--- config.mk ---
export PLATFORM = sky130hd
export DESIGN_NAME = bcd_number_reader
export DESIGN_NICKNAME = d
export VERILOG_FILES = /design/src/rtl/bcd_number_reader.sv
export SDC_FILE = /design/constraint.sdc
export NUM_CORES = 1
export LEC_CHECK = 0
export BUFFER_PORTS_ARGS = -buffer_cell sky130_fd_sc_hd__buf_4
export CORE_ASPECT_RATIO = 1.4
export CORE_MARGIN = 2
export CORE_UTILIZATION = 55
export CTS_CLUSTER_SIZE = 14
export DETAILED_ROUTE_END_ITERATION = 12
export PLACE_DENSITY = 0.75
export SYNTH_ARGS = -nofsm -noshare
export SYNTH_HDL_FRONTEND = slang
export SYNTH_SLANG_ARGS = --single-unit
--- constraint.sdc ---
create_clock -name clk -period 13.2 [get_ports clk]
set_input_delay 1.32 -clock clk [delete_from_list [all_inputs] [get_ports clk]]
set_output_delay 1.32 -clock clk [all_outputs]
set_load 0.05 [all_outputs]
--- src/rtl/bcd_number_reader.sv ---
// bcd_number_reader: converts a latched vector of up to NUM_DIGITS BCD digits
// into binary, most significant digit first (digit 0 = first digit keyed in).
// One digit per clock, acc = acc*10 + digit, with sticky overflow and
// bad-digit flags published together with a one-cycle done pulse.
// Optional build macro SATURATE_EN: on overflow the accumulator saturates to
// all ones instead of wrapping modulo 2^OUT_W.
module bcd_number_reader #(
  parameter int NUM_DIGITS = 10,
  parameter int OUT_W      = 32
) (
  input  logic                    clk,
  input  logic                    reset,
  input  logic                    start,
  input  logic [4*NUM_DIGITS-1:0] num_in,
  input  logic [3:0]              count_in,
  output logic                    busy,
  output logic                    done,
  output logic [OUT_W-1:0]        value,
  output logic                    overflow,
  output logic                    bad_digit
);

  localparam int IDX_W = (NUM_DIGITS > 1) ? $clog2(NUM_DIGITS) : 1;
  localparam int PW    = OUT_W + 4;  // acc*10 + 9 always fits in OUT_W+4 bits

  typedef enum logic [1:0] {
    S_IDLE,
    S_CONV,
    S_DONE
  } state_t;

  state_t                    state_q, state_d;
  logic [4*NUM_DIGITS-1:0]   num_q, num_d;
  logic [IDX_W-1:0]          idx_q, idx_d;
  logic [IDX_W-1:0]          last_q, last_d;     // index of the final digit
  logic [OUT_W-1:0]          acc_q, acc_d;
  logic                      ovf_q, ovf_d;       // working sticky overflow
  logic                      bad_q, bad_d;       // working sticky bad digit
  logic                      busy_q, busy_d;
  logic                      done_q, done_d;
  logic [OUT_W-1:0]          value_q, value_d;
  logic                      overflow_q, overflow_d;
  logic                      bad_digit_q, bad_digit_d;

  logic [3:0]                digits [NUM_DIGITS];
  logic [3:0]                n_clamp;
  logic [3:0]                digit_eff;
  logic                      digit_bad;
  logic [PW-1:0]             step;
  logic                      step_ovf;

  // Split the latched vector into individually addressable digits.
  always_comb begin
    for (int i = 0; i < NUM_DIGITS; i++) begin
      digits[i] = num_q[4*i +: 4];
    end
  end

  // One accumulation step on the current digit; invalid digits count as zero.
  always_comb begin
    digit_bad = (digits[idx_q] > 4'd9);
    digit_eff = digit_bad ? 4'd0 : digits[idx_q];
    step      = PW'(acc_q) * PW'(10) + PW'(digit_eff);
    step_ovf  = |step[PW-1:OUT_W];
    n_clamp   = (count_in > 4'(NUM_DIGITS)) ? 4'(NUM_DIGITS) : count_in;
  end

  // Next-state and next-output computation for the IDLE/CONV/DONE sequencer.
  always_comb begin
    // NOTE: every signal gets a default first so no path leaves it unassigned,
    // which would otherwise infer a latch.
    state_d     = state_q;
    num_d       = num_q;
    idx_d       = idx_q;
    last_d      = last_q;
    acc_d       = acc_q;
    ovf_d       = ovf_q;
    bad_d       = bad_q;
    value_d     = value_q;
    overflow_d  = overflow_q;
    bad_digit_d = bad_digit_q;
    done_d      = 1'b0;

    unique case (state_q)
      S_IDLE: begin
        if (start) begin
          num_d   = num_in;
          idx_d   = '0;
          acc_d   = '0;
          ovf_d   = 1'b0;
          bad_d   = 1'b0;
          last_d  = IDX_W'(n_clamp - 4'd1);
          state_d = (n_clamp == 4'd0) ? S_DONE : S_CONV;
        end
      end
      S_CONV: begin
        if (digit_bad) bad_d = 1'b1;
        if (step_ovf)  ovf_d = 1'b1;
`ifdef SATURATE_EN
        acc_d = (ovf_q || step_ovf) ? {OUT_W{1'b1}} : step[OUT_W-1:0];
`else
        acc_d = step[OUT_W-1:0];
`endif
        // Stop on the last digit without advancing, so idx stays in range.
        if (idx_q == last_q) begin
          state_d = S_DONE;
        end else begin
          idx_d = idx_q + 1'b1;
        end
      end
      S_DONE: begin
        done_d      = 1'b1;
        value_d     = acc_q;
        overflow_d  = ovf_q;
        bad_digit_d = bad_q;
        state_d     = S_IDLE;
      end
      default: state_d = S_IDLE;
    endcase

    busy_d = (state_d != S_IDLE);
  end

  // State and registered outputs; synchronous reset aborts any conversion.
  always_ff @(posedge clk) begin
    // NOTE: sequential state uses non-blocking assignments so every flop
    // samples values from before this edge.
    if (reset) begin
      state_q     <= S_IDLE;
      num_q       <= '0;
      idx_q       <= '0;
      last_q      <= '0;
      acc_q       <= '0;
      ovf_q       <= 1'b0;
      bad_q       <= 1'b0;
      busy_q      <= 1'b0;
      done_q      <= 1'b0;
      value_q     <= '0;
      overflow_q  <= 1'b0;
      bad_digit_q <= 1'b0;
    end else begin
      state_q     <= state_d;
      num_q       <= num_d;
      idx_q       <= idx_d;
      last_q      <= last_d;
      acc_q       <= acc_d;
      ovf_q       <= ovf_d;
      bad_q       <= bad_d;
      busy_q      <= busy_d;
      done_q      <= done_d;
      value_q     <= value_d;
      overflow_q  <= overflow_d;
      bad_digit_q <= bad_digit_d;
    end
  end

  assign busy      = busy_q;
  assign done      = done_q;
  assign value     = value_q;
  assign overflow  = overflow_q;
  assign bad_digit = bad_digit_q;

endmodule

==> results of run 1 <==
[per-stage QoR]
step | worst slack [ps] | instance area, sq um
final | 8150 | 9100
after global routing | 7790 | 9100
after CTS | 8160 | 9100
after detailed placement | 8250 | 8500
after global placement | 8410 | 8500
after floorplan | 8590 | 7840
[placed cells by master, fill, tap and decap left out, types with 12 or more instances in the layout]
| master | instances |
|---|---|
| a21o_1 | 12 |
| a22oi_1 | 24 |
| xor2_1 | 12 |
| nand2_1 | 204 |
| inv_1 | 12 |
| nor2_1 | 71 |
| buf_4 | 89 |
| ha_1 | 66 |
| clkbuf_16 | 17 |
| xnor2_1 | 35 |
| dfxtp_1 | 120 |
| nor3_1 | 24 |
| o21ai_0 | 21 |
| a21oi_1 | 113 |
[sequential cells by signal, summed over array words and instances, names as in the netlist]
signal / count
value: 32
bad_q: 1
ovf_q: 1
num_q: 40
state_q: 2
overflow: 1
done: 1
acc_q: 32
last_q: 4
busy: 1
bad_digit: 1
idx_q: 4
[critical path, cell delays in order (launching register included)]
cell,delay (ps)
dfxtp_1,950
mux4_2,600
mux2i_1,140
o22ai_1,140
or2_2,360
fa_1,430
nor2b_1,170
o2111ai_1,170
nor3b_1,350
nand2b_1,130
nor3_1,350
nand4_2,260
nor4_4,320
nand3_1,140
xnor2_1,160
o31ai_1,260
[worst max-delay path by stage]
stage                                   to  cells past startpoint
floorplan           acc_q[31]$_SDFFE_PP0P_                     17
global placement    acc_q[31]$_SDFFE_PP0P_                     15
detailed placement  acc_q[29]$_SDFFE_PP0P_                     15
CTS                 acc_q[29]$_SDFFE_PP0P_                     15
global route        acc_q[29]$_SDFFE_PP0P_                     15
finish              acc_q[29]$_SDFFE_PP0P_                     15
[routing by layer]
| layer | wire length, um | part of all wire | track usage | up-vias |
|---|---|---|---|---|
| met5 | 0 | 0 | 0 | - |
| met4 | 452 | 0.022 | 0.0827 | 0 |
| met3 | 723 | 0.036 | 0.0418 | 29 |
| met2 | 10400 | 0.51 | 0.472 | 180 |
| met1 | 8690 | 0.43 | 0.318 | 3394 |
| li1 | - | - | - | 3647 |
[layout make-up]
class,count,share of cell area
multi-input combinational,796,0.567
sequential,120,0.264
timing repair buffer,89,0.0735
clock buffer,22,0.0521
tap,185,0.0254
clock inverter,8,0.0133
inverter,12,0.00495
[kinds of logic after synthesis]
| family | count (synthesis) |
|---|---|
| muxes | 19 |
| buffers and inverters | 68 |
| xor gates and xnor gates | 47 |
| AOI/OAI and AO/OA | 260 |
| DFF | 120 |
| and+or+nand+nor | 402 |
| adders and majority gates | 68 |
[power by group through the flow]
stage	registers [mW]	logic, mW	clock network [mW]
3_3_place_gp	0.396	0.0907	0
2_1_floorplan	0.392	0.0640	0
3_5_place_dp	0.396	0.0922	0
4_1_cts	0.388	0.0928	0.468
5_1_grt	0.390	0.103	0.487
6_report	0.388	0.0930	0.465
==> run summary, run 1 <==
Max-cap viol count = 0
Fin util = 0.654
Die X = 105 um
Final net count = 1,151
XOR/XNOR Fraction of Synth Area = 0.0525
Final setup violation count = 0
Setup bufs post-CTS = 0
Largest fanout on the critical path = 16
Synth Area per Inst = 7.97 sq um
Placed cells = 1,202
Final non-filler cell total = 1,232
CTS tree = yes
Die Area = 15,200 sq um
Root Driver = clkbuf_16
Synth Area in Simple Gates = 0.241
N_diodes = 0
Number of global-route vias before repair = 6,848
CTS Buf Count = 17
Setup tns final = 0 ps
Vias per cell = 5.88
Rows = 51
CP endpoint kind = flip-flop
Share of total power in combinational logic = 0.098
Count leader, synth = nand2_1
Post-synthesis cell type count = 78
Number of synthesized register bits = 120
Top cell type's share of synthesized area = 0.306
Static leakage = 3.74 nW
Synth warn = 0
Top post-synthesis cells by area = dfxtp_1 (31%), ha_1 (11%), nand2_1 (9.8%)
Initial DRC count = 430
Routed wire length = 20,200 um
Syn Inst Count = 984
Synthesis-to-layout area growth = 16.0%
DR vias = 7,250
Post-Synth Adder-Cell Area = 0.110
Starting density of the core = 0.564
Gpl congestion = 0.927
Sequential area share after synthesis = 0.306
Final Hold Viols = 0
Largest family of logic cells by synthesized area = simple AND/OR/NAND/NOR gates
Number of instances resized during post-cts repair = 0
Cell Pwr Density = 104 nW/um^2
Multi-input logic area = 5150 sq um
Critical Setup Path Class = flip-flop to flip-flop
Clock Latency Late Sink = 410 ps
Min cycle time layout = 5050 ps
Worst hold path cell count = 2
Min-Delay Path Class = flip-flop to flip-flop
Internal power = 0.721 mW
Synth Area in Compound Gates = 0.215
Crit Reg-Reg Endpoint = acc_q[29]$_SDFFE_PP0P_
Tightest Pin Transition = 986 ps
Layout cells sized above 1 = 0.146
Ports = 83
Post-synth top cells = nand2_1 (204), dfxtp_1 (120), a21oi_1 (113)
Largest net degree at the start of global routing = 96
Maximum VDD drop = 0.0884 mV
Routed Antenna Nets = 0
Sinks on the clock net = 120
Period utilisation layout = 0.382
First-pass GRT wire length = 32,800 um
Critical Path RT = 13,510 ps
Post-Syn Nets = 1,099
Area leader, netlist = dfxtp_1
Status = finished clean
Total grt overflow = 0
Initial antenna violation count = 0
Cell area after synthesis = 7840 sq um
Critical Path Source Type = flip-flop
Worst Setup SP = idx_q[0]$_SDFFE_PP0P_
H-Tree Depth = 4
FMAX = 0.198 GHz
Seq pwr share = 0.411
RR Startpoint = idx_q[0]$_SDFFE_PP0P_
Mux contribution to synthesized area = 0.0370
First-pass iteration count of the detailed router = 5
Clk pwr share = 0.491
Mean routed wirelength per cell = 16.4 um
Hold EP = num_q[23]$_SDFFE_PP0P_
Core Area = 13,900 sq um
Port Buf Inserts = 82
Ys async rst share = 0
Switching portion of total power = 0.238
Longest Clk Path Bufs = 2
Data arrival, critical path = 5350 ps
Final Skew = 7.55 ps
Die Y = 145 um
WHS = 452 ps
Unrepaired setup endpoints after global routing = false
Overall power = 0.946 mW
Worst-case reg-to-reg path depth = 15
Flop-to-flop setup slack = 8150 ps
Critical hold path startpoint = num_q[23]$_SDFFE_PP0P_
DRC = 0
Switching pwr = 0.225 mW
Sequential cell area = 2400 sq um
Slew HR = 0.343
Post-synth EDFFs = 0
Clock transition at the registers of the reported paths = 50 ps
Slew Viols, Final = 0
GR Util All Layers = 0.263
Fill count = 1,206
Hold buffer count at CTS = 0
Dpl hpwl = 15,000 um
Ys flop type = dfxtp_1
Note: power is estimated with default switching activity, not from simulation.
==> run 2: changes to the inputs <==
- ABC_AREA: default -> 1
- clock period: 13.2 -> 5.21 ns (I/O delays scaled with it)
==> run summary, run 2 <==
Status = finished clean
Slew HR = 0.302 (-0.0405)
Min cycle time layout = 4190 ps (-858 ps)
Final net count = 1,589 (+38%)
Maximum VDD drop = 0.340 mV (+280%)
Die X = 109 um (+4.2%)
Sinks on the clock net = 120 (unchanged)
Initial DRC count = 685 (+59%)
Unrepaired setup endpoints after global routing = false
Data arrival, critical path = 4470 ps (-880 ps)
Tightest Pin Transition = 1050 ps (+59.6 ps)
Largest fanout on the critical path = 13 (-3)
Largest family of logic cells by synthesized area = simple AND/OR/NAND/NOR gates
Routed Antenna Nets = 0 (unchanged)
Synth Area per Inst = 6.08 sq um (-24%)
Post-synthesis cell type count = 40 (-49%)
Synthesis-to-layout area growth = 16.3%
GR Util All Layers = 0.304 (+0.0411)
Number of instances resized during post-cts repair = 0 (unchanged)
Post-synth top cells = nand2_1 (393), inv_1 (202), nor2_1 (196)
XOR/XNOR Fraction of Synth Area = 0.00805 (-0.0444)
Critical Path RT = 5490 ps (-8020 ps)
Layout cells sized above 1 = 0.106 (-0.0406)
Mean routed wirelength per cell = 14.8 um (-9.9%)
Initial antenna violation count = 0 (unchanged)
First-pass iteration count of the detailed router = 5 (unchanged)
Most frequent CP cell = nor2_1
Ys async rst share = 0 (unchanged)
Static leakage = 5.08 nW (+36%)
DR vias = 8,859 (+22%)
Ports = 83 (unchanged)
Sequential cell area = 2400 sq um (unchanged)
Fill count = 1,458 (+21%)
Sequential area share after synthesis = 0.281 (-0.0253)
Clock Latency Late Sink = 410 ps (about the same)
Count leader, synth = nand2_1
Post-Syn Nets = 1,521 (+38%)
Root Driver = clkbuf_16
Cell area after synthesis = 8550 sq um (+9.0%)
Setup tns final = 0 ps (unchanged)
Top reg by flops = num_q
Longest Clk Path Bufs = 2 (unchanged)
Routed wire length = 24,800 um (+23%)
Final setup violation count = 0 (unchanged)
Rows = 53 (+3.9%)
Max incr delay on CP = 600 ps (-350 ps)
WP buf/inv = 4 (+4)
Total grt overflow = 0 (unchanged)
Vias per cell = 5.28 (-10%)
Highest-delay cell along the critical path = dfxtp_1
Period utilisation layout = 0.804 (+0.422)
CP endpoint kind = flip-flop
H-Tree Depth = 4 (unchanged)
Synth warn = 0 (unchanged)
First-pass GRT wire length = 39,100 um (+19%)
DRC = 0 (unchanged)
Starting density of the core = 0.565 (+0.00161)
Area post-placement = 9310 sq um (+9.5%)
Critical Path Source Type = flip-flop
Number of global-route vias before repair = 8,265 (+21%)
N_diodes = 0 (unchanged)
Fin util = 0.657 (+0.00342)
Ys flop type = dfxtp_1
Number of synthesized register bits = 120 (unchanged)
Die Area = 16,600 sq um (+8.7%)
Die Y = 152 um (+4.3%)
Area leader, netlist = dfxtp_1
Hold buffer count at CTS = 0 (unchanged)
CTS Buf Count = 17 (unchanged)
Syn Inst Count = 1,406 (+43%)
Gpl congestion = 0.947 (+2.1%)
Cell Pwr Density = 271 nW/um^2 (+160%)
Mux contribution to synthesized area = 0 (-0.0370)
Post-Synth Adder-Cell Area = 0.101 (-0.00912)
Max-cap viol count = 0 (unchanged)
Port Buf Inserts = 82 (unchanged)
Dpl hpwl = 19,400 um (+29%)
FMAX = 0.239 GHz (+20%)
Final Hold Viols = 0 (unchanged)
Max FFs per register = 40 (unchanged)
Post-route cell area = 9940 sq um (+9.3%)
Final Skew = 9.47 ps (+1.92 ps)
Largest net degree at the start of global routing = 63 (-34%)
Setup bufs post-CTS = 0 (unchanged)
Delay-heaviest family, CP = simple AND/OR/NAND/NOR gates
Top cell type's share of synthesized area = 0.281 (-0.0253)
Min-Delay Path Class = input port to flip-flop
Most frequent cells in the layout = nand2_1 (393), inv_1 (201), nor2_1 (194)
Critical Setup Path Class = flip-flop to flip-flop
Top post-synthesis cells by area = dfxtp_1 (28%), nand2_1 (17%), ha_1 (9.7%)
Multi-input logic area = 5200 sq um (+1.0%)
Clock transition at the registers of the reported paths = 50 ps (about the same)
Slew Viols, Final = 0 (unchanged)
CTS tree = yes
Commonest non-fill, non-tap cell in the layout = nand2_1
Synth Area in Compound Gates = 0.141 (-0.0741)
Core Area = 15,100 sq um (+8.7%)
Post-synth EDFFs = 0 (unchanged)
Synth Area in Simple Gates = 0.357 (+0.116)
## run 2: changes by cell type in the layout (fill, tap and decap cells not counted), moves of 10 or more
cell,delta
o21ai_0,+94
nor2_1,+123
nor3_1,-17
a21oi_1,-18
a22oi_1,-24
xnor2_1,-31
inv_1,+189
nand2_1,+189
mux2i_1,-11
nand3_1,+74
a21o_1,-10
xor2_1,-10
nor2_2,+10
## run 2: logic make-up (layout without fill, tap and decap cells)
group           Yosys count  after routing
compound gates          231            231
xor+xnor                  7              7
fa+ha+maj                68             68
buf+inv                 251            332
flops                   120            120
simple gates            729            729
## run 2: final cells by class
| class | instances | share of cell area |
|---|---|---|
| multi-input cells | 1035 | 0.524 |
| repair buffers | 89 | 0.0672 |
| flip-flops and latches | 120 | 0.242 |
| inverters | 211 | 0.0797 |
| clock inverters | 11 | 0.0171 |
| clock buffers | 21 | 0.0463 |
| well taps | 192 | 0.0242 |
## run 2: worst paths after layout
check	slack (ps)	startpoint	endpoint	cells past startpoint
max	1020	idx_q[1]$_SDFFE_PP0P_	acc_q[29]$_SDFFE_PP0P_	26
min	370	num_in[28]	num_q[28]$_SDFFE_PP0P_	3
max reg2reg	1020	idx_q[1]$_SDFFE_PP0P_	acc_q[29]$_SDFFE_PP0P_	26
min reg2reg	460	num_q[34]$_SDFFE_PP0P_	num_q[34]$_SDFFE_PP0P_	2
## run 2: report_power, final
| part | switching (mW) | internal (mW) | leakage [nW] |
|---|---|---|---|
| registers | 0.0391 | 0.983 | 0.980 |
| clock network | 0.420 | 0.826 | 0.300 |
| logic | 0.285 | 0.136 | 3.80 |
| total | 0.744 | 1.95 | 5.08 |
## run 2: metal layers
metal	vias up	part of all wire	track usage
met5	-	0	0
met4	0	0.050	0.159
met3	81	0.037	0.0372
met2	224	0.50	0.565
met1	3951	0.41	0.331
li1	4603	-	-
## run 2: through the flow
step | hold slack [ps] | std cells | setup WS [ps] | power [mW]
floorplan | 425 | 1406 | 1590 | 1.32
global placement | 445 | 1647 | 1280 | 1.45
detailed placement | 448 | 1647 | 1150 | 1.46
CTS | 361 | 1679 | 1090 | 2.69
global route | 383 | 1679 | 619 | 2.79
finish | 367 | 1679 | 1020 | 2.69
## run 2: worst min-delay path, delay by kind of cell
kind / cells / cell delay (ps)
AOI/OAI and AO/OA: 1 / 70
buffers and inverters: 1 / 70
and+or+nand+nor: 1 / 80
